`src/rtl/ctrl_vector_driver_if.sv`:
```
// Bus between the vector driver and its host/controller side: vector loading,
// run control, the op/zero/control path and the run status.
interface ctrl_vector_driver_if #(
  parameter int DEPTH = 16
);
  localparam int AW = $clog2(DEPTH);

  logic          load_we;
  logic [AW-1:0] load_addr;
  logic [18:0]   load_data;
  logic [AW:0]   num_vec;
  logic          start;
  logic [3:0]    op;
  logic          zero;
  logic [13:0]   control;
  logic          busy;
  logic          done;
  logic          pass;
  logic [7:0]    err_count;
  logic [AW-1:0] first_err_idx;
  logic [13:0]   first_err_ctrl;
  logic          first_err_vld;

  // Driver side: plays vectors and reports status.
  modport slave (
    input  load_we, load_addr, load_data, num_vec, start, control,
    output op, zero, busy, done, pass, err_count,
           first_err_idx, first_err_ctrl, first_err_vld
  );

  // Host/controller side.
  modport master (
    output load_we, load_addr, load_data, num_vec, start, control,
    input  op, zero, busy, done, pass, err_count,
           first_err_idx, first_err_ctrl, first_err_vld
  );
endinterface

```
`src/rtl/ctrl_vector_driver.sv`:
```
// Vector player/checker: drives op/zero into the controller, samples the
// returned control word after SETTLE cycles and accumulates mismatch status.
module ctrl_vector_driver #(
  parameter int DEPTH  = 16,
  parameter int SETTLE = 1
) (
  input  logic                clk,
  input  logic                reset,
  ctrl_vector_driver_if.slave bus
);
  localparam int AW = $clog2(DEPTH);

  localparam logic [2:0] S_IDLE   = 3'd0;
  localparam logic [2:0] S_DRIVE  = 3'd1;
  localparam logic [2:0] S_SETTLE = 3'd2;
  localparam logic [2:0] S_CHECK  = 3'd3;
  localparam logic [2:0] S_DONE   = 3'd4;

  localparam logic [AW:0] DEPTH_W     = (AW+1)'(DEPTH);
  localparam logic [2:0]  SETTLE_LAST = 3'(SETTLE - 1);

  logic [2:0]    state_q, state_d;
  logic [AW-1:0] idx_q, idx_d;
  logic [AW:0]   num_q, num_d;
  logic [2:0]    cnt_q, cnt_d;
  logic [3:0]    op_q, op_d;
  logic          zero_q, zero_d;
  logic [13:0]   exp_q, exp_d;
  logic [7:0]    err_q, err_d;
  logic [AW-1:0] fidx_q, fidx_d;
  logic [13:0]   fctrl_q, fctrl_d;
  logic          fvld_q, fvld_d;
  logic          done_q, done_d;
  logic          pass_q, pass_d;

  logic [18:0]   mem_q [DEPTH];
  logic [18:0]   rd_word;
  logic [AW:0]   num_clamp;
  logic [7:0]    err_next;
  logic          mismatch;
  logic          busy;

  assign busy = (state_q == S_DRIVE) || (state_q == S_SETTLE) || (state_q == S_CHECK);

  // NOTE: the vector store has no reset so it survives a mid-run abort and maps onto plain RAM.
  always_ff @(posedge clk) begin
    if (bus.load_we && !busy) mem_q[bus.load_addr] <= bus.load_data;
  end

  assign rd_word   = mem_q[idx_q];
  assign num_clamp = (bus.num_vec > DEPTH_W) ? DEPTH_W : bus.num_vec;
  assign mismatch  = (bus.control != exp_q);
  assign err_next  = (mismatch && err_q != 8'hFF) ? err_q + 8'd1 : err_q;

  // NOTE: every next-state signal gets its hold value first, so no path can infer a latch.
  always_comb begin
    state_d = state_q;
    idx_d   = idx_q;
    num_d   = num_q;
    cnt_d   = cnt_q;
    op_d    = op_q;
    zero_d  = zero_q;
    exp_d   = exp_q;
    err_d   = err_q;
    fidx_d  = fidx_q;
    fctrl_d = fctrl_q;
    fvld_d  = fvld_q;
    done_d  = done_q;
    pass_d  = pass_q;

    case (state_q)
      S_IDLE, S_DONE: begin
        if (bus.start) begin
          num_d   = num_clamp;
          idx_d   = '0;
          err_d   = '0;
          fidx_d  = '0;
          fctrl_d = '0;
          fvld_d  = 1'b0;
          if (num_clamp == '0) begin
            state_d = S_DONE;
            done_d  = 1'b1;
            pass_d  = 1'b1;
          end else begin
            state_d = S_DRIVE;
            done_d  = 1'b0;
            pass_d  = 1'b0;
          end
        end
      end
      S_DRIVE: begin
        op_d    = rd_word[18:15];
        zero_d  = rd_word[14];
        exp_d   = rd_word[13:0];
        cnt_d   = '0;
        state_d = (SETTLE > 0) ? S_SETTLE : S_CHECK;
      end
      S_SETTLE: begin
        if (cnt_q == SETTLE_LAST) state_d = S_CHECK;
        else                      cnt_d   = cnt_q + 3'd1;
      end
      S_CHECK: begin
        err_d = err_next;
        if (mismatch && !fvld_q) begin
          fidx_d  = idx_q;
          fctrl_d = bus.control;
          fvld_d  = 1'b1;
        end
        if ({1'b0, idx_q} == num_q - 1'b1) begin
          state_d = S_DONE;
          done_d  = 1'b1;
          pass_d  = (err_next == 8'd0);
        end else begin
          idx_d   = idx_q + 1'b1;
          state_d = S_DRIVE;
        end
      end
      default: state_d = S_IDLE;
    endcase
  end

  // NOTE: state registers use non-blocking assignments so all of them update from the same pre-edge values.
  always_ff @(posedge clk or posedge reset) begin
    if (reset) begin
      state_q <= S_IDLE;
      idx_q   <= '0;
      num_q   <= '0;
      cnt_q   <= '0;
      op_q    <= '0;
      zero_q  <= 1'b0;
      exp_q   <= '0;
      err_q   <= '0;
      fidx_q  <= '0;
      fctrl_q <= '0;
      fvld_q  <= 1'b0;
      done_q  <= 1'b0;
      pass_q  <= 1'b0;
    end else begin
      state_q <= state_d;
      idx_q   <= idx_d;
      num_q   <= num_d;
      cnt_q   <= cnt_d;
      op_q    <= op_d;
      zero_q  <= zero_d;
      exp_q   <= exp_d;
      err_q   <= err_d;
      fidx_q  <= fidx_d;
      fctrl_q <= fctrl_d;
      fvld_q  <= fvld_d;
      done_q  <= done_d;
      pass_q  <= pass_d;
    end
  end

  assign bus.op             = op_q;
  assign bus.zero           = zero_q;
  assign bus.busy           = busy;
  assign bus.done           = done_q;
  assign bus.pass           = pass_q;
  assign bus.err_count      = err_q;
  assign bus.first_err_idx  = fidx_q;
  assign bus.first_err_ctrl = fctrl_q;
  assign bus.first_err_vld  = fvld_q;
endmodule

```
`src/flat_wrapper.sv`:
```
// flat-port wrapper written by rule: the top's interface ports become plain ports
module ctrl_vector_driver_flat 
#(
  parameter int DEPTH  = 16,
  parameter int SETTLE = 1
)
  (clk, reset, bus_load_we, bus_load_addr, bus_load_data, bus_num_vec, bus_start, bus_control, bus_op, bus_zero, bus_busy, bus_done, bus_pass, bus_err_count, bus_first_err_idx, bus_first_err_ctrl, bus_first_err_vld);
  ctrl_vector_driver_if #(.DEPTH(DEPTH)) bus_i ();
  input  logic clk;
  input  logic reset;
  input wire logic [$bits(bus_i.load_we)-1:0] bus_load_we;
  input wire logic [$bits(bus_i.load_addr)-1:0] bus_load_addr;
  input wire logic [$bits(bus_i.load_data)-1:0] bus_load_data;
  input wire logic [$bits(bus_i.num_vec)-1:0] bus_num_vec;
  input wire logic [$bits(bus_i.start)-1:0] bus_start;
  input wire logic [$bits(bus_i.control)-1:0] bus_control;
  output wire logic [$bits(bus_i.op)-1:0] bus_op;
  output wire logic [$bits(bus_i.zero)-1:0] bus_zero;
  output wire logic [$bits(bus_i.busy)-1:0] bus_busy;
  output wire logic [$bits(bus_i.done)-1:0] bus_done;
  output wire logic [$bits(bus_i.pass)-1:0] bus_pass;
  output wire logic [$bits(bus_i.err_count)-1:0] bus_err_count;
  output wire logic [$bits(bus_i.first_err_idx)-1:0] bus_first_err_idx;
  output wire logic [$bits(bus_i.first_err_ctrl)-1:0] bus_first_err_ctrl;
  output wire logic [$bits(bus_i.first_err_vld)-1:0] bus_first_err_vld;
  assign bus_i.load_we = bus_load_we;
  assign bus_i.load_addr = bus_load_addr;
  assign bus_i.load_data = bus_load_data;
  assign bus_i.num_vec = bus_num_vec;
  assign bus_i.start = bus_start;
  assign bus_i.control = bus_control;
  assign bus_op = bus_i.op;
  assign bus_zero = bus_i.zero;
  assign bus_busy = bus_i.busy;
  assign bus_done = bus_i.done;
  assign bus_pass = bus_i.pass;
  assign bus_err_count = bus_i.err_count;
  assign bus_first_err_idx = bus_i.first_err_idx;
  assign bus_first_err_ctrl = bus_i.first_err_ctrl;
  assign bus_first_err_vld = bus_i.first_err_vld;
  ctrl_vector_driver #(.DEPTH(DEPTH), .SETTLE(SETTLE)) u_core (.clk(clk), .reset(reset), .bus(bus_i));
endmodule
```
`config.mk`:
```
export PLATFORM = sky130hd
export DESIGN_NAME = ctrl_vector_driver_flat
export DESIGN_NICKNAME = d
export VERILOG_FILES = /design/src/rtl/ctrl_vector_driver_if.sv /design/src/rtl/ctrl_vector_driver.sv /design/src/flat_wrapper.sv
export SDC_FILE = /design/constraint.sdc
export NUM_CORES = 1
export LEC_CHECK = 0
export BUFFER_PORTS_ARGS = -buffer_cell sky130_fd_sc_hd__buf_2
export CORE_MARGIN = 3
export CORE_UTILIZATION = 45
export DETAILED_ROUTE_END_ITERATION = 16
export PLACE_DENSITY = 0.7
export SLEW_MARGIN = 20
export SYNTH_ARGS = -nofsm -noshare
export SYNTH_HDL_FRONTEND = slang
export SYNTH_SLANG_ARGS = --single-unit
```
`constraint.sdc`:
```
create_clock -name clk -period 3.9 [get_ports clk]
set_clock_uncertainty 0.05 [all_clocks]
set_input_delay 0.39 -clock clk [delete_from_list [all_inputs] [get_ports clk]]
set_output_delay 0.39 -clock clk [all_outputs]
set_load 0.02 [all_outputs]
```
# ---- Word-level counts from Yosys, hierarchy flattened
# Memory sizes are Yosys's and may differ from the RTL's. A register that Yosys moved wholly into a read port is not among the register bits.
# Index checks and enable logic that the tools add are counted.
dict set report word_totals {
  register_bits 44
  latchBits 0
  ram_bits 304
  rom_bits 0
  out_inout_bits 35
  elab_cells 80
  n_memories 1
}
# memory depth width read_ports rd_clocked_by_memory_dff wr line_no
set mem_list {}
lappend mem_list {u_core.mem_q 16 19 1 1 1 ctrl_vector_driver.sv:36} ;# logic [18:0] mem_q [DEPTH];
dict set report op_classes {
  n_addsub 4
  multipliers 0
  n_div 0
  magnitude_cmp 1
  n_eq_ne 13
  n_shift 0
  muxes 30
  bitwise 0
  reduce_logical 21
}
# op n
set ops {}
lappend ops {{$mux W14} 2}
lappend ops {{$pmux W14 S2} 1}
lappend ops {{$mux W8} 2}
lappend ops {{$pmux W4 S2} 2}
lappend ops {{$pmux W8 S2} 1}
lappend ops {{$mux W3} 5}
lappend ops {{$ne A14 B14 Y1} 1}
lappend ops {{$mux W4} 3}
lappend ops {{$ne A2 B2 Y1 const B} 6}
lappend ops {{$pmux W3 S4} 1}
lappend ops {{$reduce_and A3 Y1} 3}
lappend ops {{$add A8 B1 Y8 const B} 1}
lappend ops {{$logic_not A8 Y1} 1}
lappend ops {{$mux W1} 8}
lappend ops {{$ne A8 B8 Y1 const B} 1}
lappend ops {{$reduce_and A2 Y1} 4}
lappend ops {{$eq A3 B2 Y1 const B} 2}
lappend ops {{$logic_not A3 Y1} 2}
lappend ops {{$pmux W1 S2} 3}
lappend ops {{$pmux W3 S2} 1}
lappend ops {{$eq A4 B5 Y1} 1}
lappend ops {{$gt A5 B5 Y1 const B} 1}
lappend ops {{$logic_not A5 Y1} 1}
lappend ops {{$mux W5} 1}
lappend ops {{10 further kinds} 15}

# ---- Logic depth before layout (Yosys ltp)
# Gate-level depths: netlist (run 1).
dict set report depth {
  word_depth 7
  mapped_depth 9
}

# ---- Worst setup path after synthesis (run 1)
# Ideal clock, no wire load.
dict set report synth_timing {
  path_type {register to register}
  startpoint {register u_core.state_q[0]}
  endpoint {memory u_core.mem_q[4][0], enable pin}
  setup_time_ns 0.419
  arrival_time_ns 2.764
  required_time_ns 3.431
  slack_ns 0.667
  stages_incl_launch_ff 6
  synth_period_minus_slack_ns 3.233
  path_cell_list {dfrtp_1 > buf_2 > nor2_1 > o21ai_0 > or3b_2 > nor3_1}
}
dict set report synth_via {
  elab_chain_len 7
}
# element line_no
set synth_lines {}
lappend synth_lines {{from (decl)} ctrl_vector_driver.sv:22} ;# logic [2:0] state_q, state_d;
lappend synth_lines {{from (signal assigned)} ctrl_vector_driver.sv:139} ;# state_q <= state_d;
lappend synth_lines {{$eq A3 B1 Y1 / $eq A3 B2 Y1 (equally long branches)} ctrl_vector_driver.sv:43} ;# assign busy = (state_q == S_DRIVE) || (state_q == S_SETTLE) || (state_q == S_CHECK);
lappend synth_lines {{$logic_or A1 B1 Y1} ctrl_vector_driver.sv:43}
lappend synth_lines {{$logic_or A1 B1 Y1 (*)} ctrl_vector_driver.sv:43}
lappend synth_lines {{$logic_not A1 Y1 (*)} ctrl_vector_driver.sv:47} ;# if (bus.load_we && !busy) mem_q[bus.load_addr] <= bus.load_data;
lappend synth_lines {{$logic_and A1 B1 Y1 (*)} ctrl_vector_driver.sv:47}
lappend synth_lines {{$mux W1 (*)} ctrl_vector_driver.sv:47}
lappend synth_lines {{$mux W1 (implied by the code) (*)} ctrl_vector_driver.sv:47}
lappend synth_lines {{to (decl)} ctrl_vector_driver.sv:36}
# Mark *: on every way between the ends. The rest lies on a longest branch, timed or not.

# ---- Worst setup path in the final report (run 1)
dict set report layout_timing {
  startpoint {register u_core.state_q[0]}
  endpoint {memory u_core.mem_q[6][5], enable pin}
}
# Same word-level chain as after synthesis.

==> flow_summary.yaml, run 1 <==
drt:
  drtIter0Drc: 745
  met1_length_mm: 13.7
  dr.pass1.iters: 6
  routed-wl-met3_mm: 2.28
  wl_met2_mm: 16.0
  routed_wl_mm: 32.7
  remaining_drc_errors: 0
  ant_nets: 0
  via_count: 8298
  highest_layer: "met5"
  viasPerCell: 5.70
  routedWlPerCell_um: 22.5
outcome:
  status: "finished clean"
yosys:
  synth_cell_types: 53
  async_flop_share_pct: 17.2
  synth_edf_count: 304
  synth_seq_cells: 367
  syn_area_um2: 14700
  ys_seq_area_share_pct: 72.6
  ys.flop_type: "edfxtp_1"
  yosysWarnings: 0
  syn_area_per_cell_um2: 16.7
  synth_nets: 932
  ys_top_cells_by_area: "edfxtp_1 62%, dfrtp_1 11%, mux4_2 8.7%"
  synth_top_cell_area_share_pct: 61.9
  synth_area_leader_cell: "edfxtp_1"
  synthCells: 881
sta:
  setup_viol: 0
  tns_ns: 0
  rsz0062_at_grt: "false"
  hold_viol: 0
  worst_pin_slew_ns: 1.05
  slew_violations: 0
  finalCriticalPeriod_ns: 2.74
  fmax_mhz: 365
  slew_headroom_pct: 29.5
  period_share_pct: 70.3
final_layout:
  seqCellArea_um2: 10700
  nFillCells: 2572
  drive_gt1_share_pct: 25.2
  diodes: 0
  syn_to_final_growth_pct: 16.9
  multiInputGateArea_um2: 3840
  final_nets: 1040
global_routing:
  first_global_vias: 8161
  grt_max_degree: 53
  grt_usage_pct: 18.9
  antenna_found_initial: 3
  grt_pass1_wl_mm: 50.3
  overflow: 0
critical_path:
  worstPathRequired_ns: 4.08
  crit_arrival_ns: 2.92
  worstSetupPathType: "reg2reg"
  start_kind: "flip-flop"
  cp-end-kind: "flip-flop"
  crit_fanout: 13
place:
  dp.final_hpwl_mm: 19.7
  port_buffers: 80
  place_congestion: 0.805
clock_network:
  htree_levels: 2
  tritoncts: "built"
  cts_buffer_depth: 3
  cts.repair.resized: 0
  cts_setup_buffers: 0
  clockRootBuffer: "clkbuf_16"
  cts_sinks: 367
  clk_latency_ns: 0.52
  clk_pin_slew_ns: 0.06
  cts_buffers: 39
floorplanning:
  row_count: 65
  initial_core_util_pct: 46.2
  fp.dieW_um: 187
  chipHeight_um: 187
  ios: 81
  fp.coreArea_um2: 31900
  die-area_um2: 35000
power_and_ir_drop:
  power_mw: 12.0
  power_density_nw_per_um2: 699
  irDropWorstVdd_uv: 452
  power_leakage_nw: 6.09
hold_path:
  hold_path.class: "in2reg"
flow_run:
  drv_cap: 0
-- cell families (layout without fill, tap and decap cells) --
logic type                 Yosys count  count (layout)  synth area share, %
muxes                               98              98                 11.5
AOI/OAI and AO/OA                  145             145                 6.48
xor gates and xnor gates            22              22                 1.31
adders and majority gates            5               5                0.424
and+or+nand+nor                    186             186                 5.96
DFF                                367             367                 72.6
buffers and inverters               58             197                 1.72
-- synthesized netlist by cell type, drive strengths merged (2+ instances only) --
library cell / count
a21oi: 5
nand2b: 7
a22oi: 2
nand4: 4
o21ai: 74
nor3: 8
nand2: 97
nor2: 32
nor4: 3
a31oi: 3
buf: 23
mux4: 57
and4: 2
edfxtp: 304
xnor2: 6
and2: 6
a21o: 4
and3: 2
nor3b: 3
dfrtp: 63
a41oi: 2
inv: 12
clkbuf: 23
o31ai: 2
xor2: 16
o221ai: 38
a2bb2oi: 2
nand3b: 5
a211oi: 4
mux2i: 41
ha: 5
nand3: 8
or2: 2
o211a: 2
-- layout by cell type (no fill, tap or decap), drive strengths merged, types with 4 or more instances in the layout --
cell    count
buf       112
a211oi      4
a21o        4
xnor2       6
clkbuf     49
mux2i      41
clkinv     12
nand2      97
nand3b      5
edfxtp    304
inv        14
nand2b      7
o21ai      74
o221ai     38
bufinv      8
dfrtp      63
nand3       8
and2        6
nor3        8
mux4       57
ha          5
nand4       4
xor2       16
nor2       32
a21oi       5
-- state kept, by name, summed over array words and instances (netlist names) --
signal	flops
u_core.bus.err_count	8
u_core.idx_q	4
u_core.bus.first_err_vld	1
u_core.bus.op	4
u_core.bus.pass	1
u_core.num_q	5
u_core.bus.first_err_idx	4
u_core.exp_q	14
u_core.bus.first_err_ctrl	14
u_core.bus.zero	1
u_core.mem_q	304
u_core.state_q	3
u_core.cnt_q	3
u_core.bus.done	1
-- timing repair --
action	4_1_cts	5_1_grt
hold buffers	1	0
hold endpoints to repair	17	0
endpoints found under the setup margin	0	0
-- metal layers --
layer / vias up / track usage, %
met1: 4233 / 26.4
met4: 4 / 5.12
met3: 57 / 3.71
met2: 313 / 30.6
li1: 3691 / -
met5: - / 0
-- worst paths after layout --
kind                                    from                            to  slack (ns)  cells past startpoint
min reg2reg                 u_core.bus.op[2]              u_core.bus.op[2]        0.43                      2
max in group asynchronous              reset               u_core.idx_q[0]        2.72                      4
max                        u_core.state_q[0]            u_core.mem_q[6][5]        1.16                      5
min in group asynchronous              reset   u_core.bus.first_err_idx[0]        0.35                      3
min                           bus_control[1]  u_core.bus.first_err_ctrl[1]        0.06                      3
max reg2reg                u_core.state_q[0]            u_core.mem_q[6][5]        1.16                      5
-- cell type report --
cell class / count / share of cell area [%]
sequential: 367 / 62.2
multi-input combinational: 456 / 22.3
clock buffer: 49 / 6.18
timing repair buffer: 113 / 4.02
tap: 435 / 3.16
clock inverter: 23 / 1.93
inverter: 12 / 0.261
-- critical path, cell delays in order (launching register included) --
cell	delay, ns
dfrtp_1	0.52
nor2_1	0.38
o21ai_0	0.19
or3b_2	0.57
nor2_2	0.50
buf_12	0.23
-- power breakdown --
| part | total (mW) | switching, mW | internal, mW |
|---|---|---|---|
| Combinational | 3.19 | 1.87 | 1.33 |
| Clock | 3.95 | 1.47 | 2.48 |
| Sequential | 4.91 | 0.339 | 4.57 |
| Total | 12.0 | 3.68 | 8.37 |
-- through the flow --
stage	instances	setup WS [ns]	cell area, um^2	utilization, %	hold WS [ns]
floorplan	881	0.667	14700	-	0.419
global placement	1381	1.24	15800	49.6	0.347
detailed placement	1381	1.19	15800	49.6	0.348
CTS	1454	1.17	17200	54.0	0.0428
global route	1455	0.965	17200	54.0	0.0590
finish	1455	1.16	17200	54.0	0.0563
No activity file was read; power rests on OpenSTA's default activity.
==> inputs of run 2 (changes only) <==
Settings changed: PLACE_DENSITY 0.7 to 0.72.
Clock period 3.9 ns to 2.5 ns, I/O delays scaled along.
==> run 2 against run 1 <==
Effect of this change:
- die area unchanged
- count of clock-buffer cells in the layout is 1 lower
- hold slack got worse by 0.039 ns
- combinational power rose by 72%
- via count is 1.2% higher
- power is 52% higher
- flip-flop and latch count unchanged
- sequential share of layout area is 0.95 points lower
- cell count up 2.6%
- first-iteration DRC count rose by 9.1%
- critical path depth rose by 1
- global-route usage up 0.098 points
- critical path type unchanged
- largest power group unchanged
==> flow_summary.yaml, run 2 (same netlist as run 1, synthesis figures left out) <==
floorplanning:
  ios: 81
  initial_core_util_pct: 46.2
  row_count: 65
  chipHeight_um: 187
  fp.coreArea_um2: 31900
  fp.dieW_um: 187
  die-area_um2: 35000
final_layout:
  syn_to_final_growth_pct: 18.7
  final_nets: 1085
  final_cell_area_um2: 17500
  final_common_cell: "edfxtp_1"
  regMostFlops: "u_core.mem_q"
  fin_cells: 1493
  diodes: 0
  largest_register_ffs: 304
  utilization_pct: 54.9
  drive_gt1_share_pct: 25.7
  layout_common_cells: "304 x edfxtp_1, 97 x nand2_1, 80 x buf_2, 73 x o21ai_0, 61 x dfrtp_1"
power_and_ir_drop:
  seq_power_share_pct: 41.3
  power_mw: 18.3
  internal_power_mw: 12.5
  power.net_switching_mw: 5.78
  pwr-share-clk_pct: 28.7
  power_density_nw_per_um2: 1050
  power_leakage_nw: 6.22
  combPwrFrac_pct: 30.0
  irDropWorstVdd_uv: 634
  p_sw_share_pct: 31.5
drt:
  routedWlPerCell_um: 22.0
  via_count: 8398
  dr.pass1.iters: 7
  routed-wl-met3_mm: 2.05
  remaining_drc_errors: 0
  wl_met2_mm: 15.8
  ant_nets: 0
  met1_length_mm: 14.0
  drtIter0Drc: 813
  highest_layer: "met5"
  viasPerCell: 5.62
  routed_wl_mm: 32.8
critical_path:
  r2r-end: "u_core.bus.pass"
  cp-end-kind: "flip-flop"
  rr_worst_depth: 6
  worstPathCellList: "buf_12, xor2_1, and4_1, nand3_1, a2111o_1, o21ai_1"
  crit_slowest_cell: "dfrtp_4"
  rrSetupSlack_ns: 0.26
  worstPathRequired_ns: 2.90
  crit-reg2reg-launch: "u_core.idx_q[0]"
  crit_fanout: 23
  worstSetupPathType: "reg2reg"
  crit_arrival_ns: 2.63
  max_stage_delay_ns: 0.67
  start_kind: "flip-flop"
flow_run:
  drv_cap: 0
global_routing:
  grt_max_degree: 64
  overflow: 0
  first_global_vias: 8478
  grt_pass1_wl_mm: 51.1
  grt_usage_pct: 19.0
  antenna_found_initial: 2
sta:
  worst_pin_slew_ns: 0.670
  hold_viol: 0
  fmax_mhz: 447
  rsz0062_at_grt: "false"
  slew_headroom_pct: 55.3
  setup_viol: 0
  finalCriticalPeriod_ns: 2.24
  period_share_pct: 89.5
  slew_violations: 0
  tns_ns: 0
clock_network:
  tritoncts: "built"
  cts_buffers: 38
  cts_sinks: 367
  clk_latency_ns: 0.53
  clockRootBuffer: "clkbuf_16"
  cts_setup_buffers: 0
  cts_buffer_depth: 3
  cts.repair.resized: 0
  clk_pin_slew_ns: 0.06
  htree_levels: 2
place:
  port_buffers: 80
  place_congestion: 0.811
  numPlacedInstances: 1408
  dp.final_hpwl_mm: 20.2
  place_area_um2: 16100
hold_path:
  min_to: "u_core.state_q[2]"
  holdPathStages: 4
  hold_path.class: "in2reg"
  hp-start: "bus_start"
outcome:
  status: "finished clean"
-- run 2: cell count changes in the layout (fill, tap and decap cells not counted), moves of 3 or more --
cell           delta
clkbuf_1          +3
dlygate4sd3_1    +19
nor3_4            +4
buf_4            +19
clkinv_2          -3
bufinv_16         -6
nor3_2            -4
buf_12            +8
-- run 2: cell type report --
class / count / area, um^2
clock buffer: 48 / 998
clock inverter: 16 / 148
fill: 2486 / 14400
inverter: 12 / 45.0
multi-input combinational: 456 / 3860
sequential: 367 / 10700
tap: 435 / 544
timing repair buffer: 159 / 1180
-- run 2: timing repair --
item | CTS | global route
setup endpoints to repair | 0 | 0
hold buffers | 20 | 0
hold endpoints to repair | 82 | 0
-- run 2: worst max-delay path by stage --
stage,slack (ns),to,start
after floorplan,-0.24,u_core.mem_q[6][0],u_core.state_q[0]
after global placement,0.29,u_core.bus.first_err_idx[3],u_core.exp_q[1]
after detailed placement,0.17,u_core.bus.first_err_idx[3],u_core.exp_q[1]
after CTS,0.13,u_core.bus.first_err_ctrl[8],u_core.exp_q[12]
after global routing,0.05,u_core.bus.pass,u_core.num_q[0]
final,0.26,u_core.bus.pass,u_core.idx_q[0]
-- run 2: critical path: cells and delay by family, from the launching register on --
family | cells | cell delay, ns
buffers and inverters | 1 | 0.27
AND/OR/NAND/NOR | 2 | 0.44
AO/OA/AOI/OAI | 2 | 0.57
XOR/XNOR | 1 | 0.14
flip-flops | 1 | 0.67
-- run 2: stage by stage --
step / setup slack (ns) / hold WS [ns]
2_1_floorplan: -0.241 / 0.299
3_3_place_gp: 0.289 / 0.298
3_5_place_dp: 0.174 / 0.299
4_1_cts: 0.134 / 0.0105
5_1_grt: 0.0456 / 0.0412
6_report: 0.262 / 0.0174
-- run 2: routing by layer --
layer | vias up | global-route usage (%)
met5 | - | 0
met4 | 4 | 6.05
met3 | 71 | 3.49
met2 | 297 | 30.7
met1 | 4256 | 26.3
li1 | 3770 | -
-- run 2: power groups by stage --
stage	Sequential [mW]	Clock [mW]	Combinational (mW)
after global routing	7.63	5.62	6.03
final	7.56	5.26	5.50
after floorplan	7.72	0	3.54
after CTS	7.56	5.35	5.52
after global placement	7.66	0	5.39
after detailed placement	7.68	0	5.47
